File: src/rtl/linescanner_axis_packer.sv
// Line-scanner pixel packer: packs strobed pixels into AXI-Stream words, frames lines with
// tlast and buffers words in a FWFT FIFO with a registered output stage.
module linescanner_axis_packer #(
    parameter int unsigned AXI_BUS_WIDTH   = 32,
    parameter int unsigned PIXEL_WIDTH     = 8,
    parameter int unsigned PIXELS_PER_LINE = 1024,
    parameter int unsigned FIFO_DEPTH      = 16
) (
    input  logic                               m00_axis_aclk,
    input  logic                               m00_axis_aresetn,
    input  logic                               enable,
    input  logic [PIXEL_WIDTH-1:0]             input_data,
    input  logic                               pixel_captured,
    input  logic                               m00_axis_tready,
    output logic                               m00_axis_tvalid,
    output logic [AXI_BUS_WIDTH-1:0]           m00_axis_tdata,
    output logic [AXI_BUS_WIDTH/8-1:0]         m00_axis_tstrb,
    output logic                               m00_axis_tlast,
    output logic                               overflow,
    output logic [$clog2(FIFO_DEPTH):0]        fifo_level
);

    localparam int unsigned PPW = AXI_BUS_WIDTH / PIXEL_WIDTH;
    localparam int unsigned BPP = PIXEL_WIDTH / 8;
    localparam int unsigned SW  = AXI_BUS_WIDTH / 8;
    localparam int unsigned LCW = (PIXELS_PER_LINE > 1) ? $clog2(PIXELS_PER_LINE) : 1;
    localparam int unsigned WCW = (PPW > 1) ? $clog2(PPW) : 1;
    localparam int unsigned AW  = $clog2(FIFO_DEPTH);
    localparam int unsigned LW  = AW + 1;
    localparam int unsigned MW  = AXI_BUS_WIDTH + SW + 1;

    logic [LCW-1:0]           r_line_cnt;
    logic [WCW-1:0]           r_slot;
    logic [AXI_BUS_WIDTH-1:0] r_word_data;
    logic [SW-1:0]            r_word_strb;

    logic                     r_push_valid;
    logic [MW-1:0]            r_push_word;

    logic [MW-1:0]            r_mem [FIFO_DEPTH];
    logic [AW-1:0]            r_wr_ptr;
    logic [AW-1:0]            r_rd_ptr;
    logic [LW-1:0]            r_mem_cnt;
    logic                     r_tvalid;
    logic [AXI_BUS_WIDTH-1:0] r_tdata;
    logic [SW-1:0]            r_tstrb;
    logic                     r_tlast;
    logic                     r_overflow;

    logic                     w_accept;
    logic                     w_line_end;
    logic                     w_word_end;
    logic [AXI_BUS_WIDTH-1:0] w_next_data;
    logic [SW-1:0]            w_next_strb;
    logic                     w_pop;
    logic                     w_push;
    logic                     w_load;
    logic [LW-1:0]            w_level;

    // Capture and packing
    always_comb begin
        w_accept    = enable & pixel_captured;
        w_line_end  = (r_line_cnt == LCW'(PIXELS_PER_LINE - 1));
        w_word_end  = (r_slot == WCW'(PPW - 1)) | w_line_end;
        w_next_data = r_word_data | (AXI_BUS_WIDTH'(input_data) << (PIXEL_WIDTH * r_slot));
        w_next_strb = r_word_strb | (SW'({BPP{1'b1}}) << (BPP * r_slot));
    end

    always_ff @(posedge m00_axis_aclk or negedge m00_axis_aresetn) begin
        if (!m00_axis_aresetn) begin
            r_line_cnt  <= '0;
            r_slot      <= '0;
            r_word_data <= '0;
            r_word_strb <= '0;
        end else if (!enable) begin
            r_line_cnt  <= '0;
            r_slot      <= '0;
            r_word_data <= '0;
            r_word_strb <= '0;
        end else if (pixel_captured) begin
            r_line_cnt <= w_line_end ? '0 : r_line_cnt + LCW'(1);
            if (w_word_end) begin
                r_slot      <= '0;
                r_word_data <= '0;
                r_word_strb <= '0;
            end else begin
                r_slot      <= r_slot + WCW'(1);
                r_word_data <= w_next_data;
                r_word_strb <= w_next_strb;
            end
        end
    end

    always_ff @(posedge m00_axis_aclk or negedge m00_axis_aresetn) begin
        if (!m00_axis_aresetn) begin
            r_push_valid <= 1'b0;
            r_push_word  <= '0;
        end else begin
            r_push_valid <= w_accept & w_word_end;
            if (w_accept & w_word_end) begin
                r_push_word <= {w_next_data, w_next_strb, w_line_end};
            end
        end
    end

    // FIFO: level counts memory entries plus the output register
    always_comb begin
        w_pop   = r_tvalid & m00_axis_tready;
        w_level = r_mem_cnt + LW'(r_tvalid);
        w_push  = r_push_valid & ((w_level != LW'(FIFO_DEPTH)) | w_pop);
        w_load  = (r_mem_cnt != '0) & (~r_tvalid | w_pop);
    end

    always_ff @(posedge m00_axis_aclk) begin
        if (w_push) begin
            r_mem[r_wr_ptr] <= r_push_word;
        end
    end

    always_ff @(posedge m00_axis_aclk or negedge m00_axis_aresetn) begin
        if (!m00_axis_aresetn) begin
            r_wr_ptr   <= '0;
            r_rd_ptr   <= '0;
            r_mem_cnt  <= '0;
            r_tvalid   <= 1'b0;
            r_tdata    <= '0;
            r_tstrb    <= '0;
            r_tlast    <= 1'b0;
            r_overflow <= 1'b0;
        end else begin
            if (w_push) begin
                r_wr_ptr <= r_wr_ptr + AW'(1);
            end
            if (w_load) begin
                r_rd_ptr                    <= r_rd_ptr + AW'(1);
                {r_tdata, r_tstrb, r_tlast} <= r_mem[r_rd_ptr];
                r_tvalid                    <= 1'b1;
            end else if (w_pop) begin
                r_tvalid <= 1'b0;
            end
            r_mem_cnt <= r_mem_cnt + LW'(w_push) - LW'(w_load);
            if (r_push_valid & ~w_push) begin
                r_overflow <= 1'b1;
            end
        end
    end

    assign m00_axis_tvalid = r_tvalid;
    assign m00_axis_tdata  = r_tdata;
    assign m00_axis_tstrb  = r_tstrb;
    assign m00_axis_tlast  = r_tlast;
    assign overflow        = r_overflow;
    assign fifo_level      = w_level;

endmodule
File: config.mk
export PLATFORM = sky130hd
export DESIGN_NAME = linescanner_axis_packer
export DESIGN_NICKNAME = d
export VERILOG_FILES = /design/src/rtl/linescanner_axis_packer.sv
export SDC_FILE = /design/constraint.sdc
export NUM_CORES = 1
export LEC_CHECK = 0
export CAP_MARGIN = 20
export CORE_MARGIN = 8
export CORE_UTILIZATION = 40
export CTS_CLUSTER_SIZE = 28
export DETAILED_ROUTE_END_ITERATION = 10
export GPL_TIMING_DRIVEN = 1
export HOLD_SLACK_MARGIN = 0.12
export REMOVE_ABC_BUFFERS = 1
export SLEW_MARGIN = 40
export SYNTH_ARGS = -nofsm -noshare
export SYNTH_HDL_FRONTEND = slang
export SYNTH_SLANG_ARGS = --single-unit
File: constraint.sdc
create_clock -name m00_axis_aclk -period 7.25 [get_ports m00_axis_aclk]
set_input_delay 0.725 -clock m00_axis_aclk [delete_from_list [all_inputs] [get_ports m00_axis_aclk]]
set_output_delay 0.725 -clock m00_axis_aclk [all_outputs]
set_load 0.005 [all_outputs]
==> key figures <==
Outcome
  • Status: finished clean

Logic synthesis
  • Syn Area/Cell: slightly below 20 sq um
  • Synthesized flop and latch total: between 700 and 800
  • Prevailing post-synth register cell: edfxtp_1
  • Compound-Gate Fraction of Synth Area: 0.04901
  • Synthesized-area fraction occupied by adder cells: 0.009511
  • EDFF count, synth: 592
  • YS warnings: 0
  • Sequential area share after synthesis: 0.7471
  • Post-synthesis mux area share: 0.1462
  • Synth area leaders: edfxtp_1 63%, dfrtp_1 12%, mux4_2 12%
  • Main combinational cell family by area after synthesis: multiplexers
  • Post-synthesis instance total: ~1,400
  • Simple-gate share of the synthesized area: 0.02017
  • Synth async-reset ratio: 0.1890
  • Post-synth cell types: 49
  • Post-Synth XOR/XNOR Area: 0.004932
  • Area leader, netlist: edfxtp_1
  • Mapped Area: ~28,000 sq um
  • Area share of the largest cell type after synthesis: 0.6256

Pwr
  • Comb power frac: 0.225
  • Pleak: between 0.01 and 0.015 uW
  • Sw power: between 3000 and 4000 uW
  • Switch share: 0.2752
  • Pwr dens: ~360 nW/um^2
  • Clock network power share: 0.317
  • Seq pwr share: 0.458
  • P_int: between 8000 and 9000 uW
  • Worst VDD drop: between 0.2 and 0.25 mV

Layout
  • NumNets Final: approximately 1,600
  • Final core utilization: 0.4630
  • Most frequent cells in the layout: 592 x edfxtp_1, 148 x mux4_2, 135 x dfrtp_1
  • Most common cell after layout, fill and taps aside: edfxtp_1
  • Post-Layout Cell Count: 2,527
  • Layout cells sized above 1: 0.2413
  • Inserted Diodes: 0
  • Syn-to-layout area delta: 14.31%
  • Fillers: slightly below 6,000

Route
  • Antenna Nets Post-Route: 0
  • DRT iter0 DRCs: 939
  • DR WL/cell: approximately 24 microns
  • DR vias: 13,670
  • Drt via density: around 5.4
  • Drt pass-1 iters: 5
  • Post-Route WL: ~60,000 microns
  • # DRC: 0

Floorplan
  • DIE HEIGHT: between 200 and 300 microns
  • Die extent in x: between 200 and 300 microns
  • Die area: approximately 80,000 sq um
  • Io pins: 57
  • Core box area: approximately 70,000 sq um
  • Placement row count: 97
  • Initial Utilization: 0.4051

CTS
  • CTS tree: yes
  • CTS Hold Buffers Added: 0
  • Sink Count: 730
  • H-tree depth: 3
  • Worst-Skew Late Latency: 600 ps
  • Root Driver: clkbuf_16
  • Gates resized, CTS repair: 0
  • Clock-pin slew on the worst setup and hold paths: 60 ps
  • Post-CTS Setup Bufs: 0
  • Clk buf depth: 3
  • Total CTS buffers: between 70 and 80

Timing
  • Setup_tns: 0 ps
  • Unrepaired setup endpoints after global routing: no
  • Final Hold Vio Count: 0
  • Final setup fails: 0
  • Worst Tran Pin Value: between 800 and 900 ps
  • Fin crit share: 0.4967
  • Setup Skew: around 20 ps
  • Tmin final: between 3000 and 4000 ps
  • Final worst slack: around 3600 ps
  • Max frequency: ~0.28 GHz
  • Max-slew headroom: 0.4392
  • Fin. max-slew vios: 0

Job
  • Maxcap violations: 0

Worst setup path
  • FF-to-FF path depth: 15
  • Flop-to-flop setup slack: 3650 ps
  • Crit Path Max Fanout: 19
  • CP Capture Type: register
  • Worst r2r dst: r_mem_cnt[4]
  • Setup Crit Path Kind: register to register
  • R2R Path Start: m00_axis_tvalid
  • Critical path data arrival time: slightly above 4000 ps
  • Critical path required time: 7770 ps
  • Startpoint Class: register

Global route
  • Vias in the first global route: between 10,000 and 15,000
  • Initial antenna violation count: 0
  • Largest net degree at the start of global routing: 88
  • GRT overflow: 0
  • First-pass GRT wire length: approximately 90,000 microns
  • Total track usage: 0.1519

Place
  • Number of port buffers: 56
  • Setup WS pre-CTS: roughly 3500 ps
  • Post-DP HPWL: roughly 32,000 microns
  • RePlAce Congestion: 0.7375
  • Dpl cells: about 2,400

Worst hold path
  • Worst Hold Class: primary input to async pin
synth_stat cells (6+ instances only):
master / count
a21oi_1: 78
a31oi_1: 33
and3_1: 8
buf_1: 6
buf_2: 32
buf_6: 8
clkbuf_1: 28
clkbuf_2: 8
dfrtp_1: 138
edfxtp_1: 592
ha_1: 20
inv_1: 55
mux2_2: 41
mux2i_1: 36
mux4_2: 148
nand2_1: 11
nand3_1: 9
nor2_1: 46
o22ai_1: 53
o22ai_2: 21
xnor2_1: 9
xor2_1: 7
worst max-delay path, cell delays in order, from the launching register on:
cell	delay [ps]
dfrtp_1	460
ha_1	260
ha_1	210
xor2_1	300
a2111oi_4	90
a31oi_2	650
inv_1	100
ha_1	310
inv_1	60
ha_1	160
inv_1	60
fa_1	440
inv_1	80
a21oi_1	60
o21bai_1	150
xnor2_1	130
power by group through the flow:
stage                     registers [uW]  clock network (uW)  logic, uW
final                               5420                3750       2660
after global routing                5480                4000       2910
after CTS                           5430                3840       2730
after detailed placement            5520                   0       2720
after global placement              5540                   0       2640
after floorplan                     5570                   0       1910
how the worst max path moves through the flow:
stage               startpoint                 end  slack (ps)  cells after the start
2_1_floorplan      r_rd_ptr[2]  m00_axis_tdata[12]         110                      4
3_3_place_gp   m00_axis_tready        r_mem_cnt[4]        3300                     13
3_5_place_dp   m00_axis_tready        r_mem_cnt[4]        3520                     13
4_1_cts        m00_axis_tvalid        r_mem_cnt[4]        3620                     15
5_1_grt        m00_axis_tvalid        r_mem_cnt[4]        3310                     15
6_report       m00_axis_tvalid        r_mem_cnt[4]        3650                     15
metal layers:
layer	track usage	share of wire	up-vias
met4	0.04597	0.021	0
li1	-	-	6006
met5	0	0	-
met1	0.2011	0.43	7264
met3	0.02985	0.050	85
met2	0.2535	0.50	318
layout make-up:
type                    count  area, sq um  area share
repair buffers             89        848.3     0.02612
well taps                 940         1176     0.03621
clock inverters            27        217.7    0.006703
multi-input cells         576         6600      0.2032
flip-flops and latches    730        21240      0.6539
clock buffers             110         2193     0.06753
inverters                  55        206.4    0.006356
cell families (layout without fill, tap and decap cells):
family          count (synthesis)  after routing
flops                         730            730
mux                           225            225
compound gates                205            205
buf+inv                       141            281
simple gates                  109            109
fa+ha+maj                      21             21
xor+xnor                       16             16
metrics by stage:
stage | total power [uW] | area (sq um) | hold slack (ps)
floorplan | 7483 | 27970 | 429.4
global placement | 8180 | 30030 | 466.1
detailed placement | 8247 | 30070 | 460.9
CTS | 12000 | 32480 | 179.0
global route | 12390 | 32480 | 185.3
finish | 11830 | 32480 | 134.5
flip-flops by register name, summed over array words and instances, names as in the netlist:
signal and flops:
m00_axis_tstrb 4, r_slot 2, r_word_strb 4, r_line_cnt 10
r_rd_ptr 4, overflow 1, r_push_valid 1, r_mem_cnt 5
r_push_word 37, m00_axis_tdata 32, m00_axis_tlast 1, m00_axis_tvalid 1
r_mem 592, r_wr_ptr 4, r_word_data 32
(Power assumes the default switching activity.)
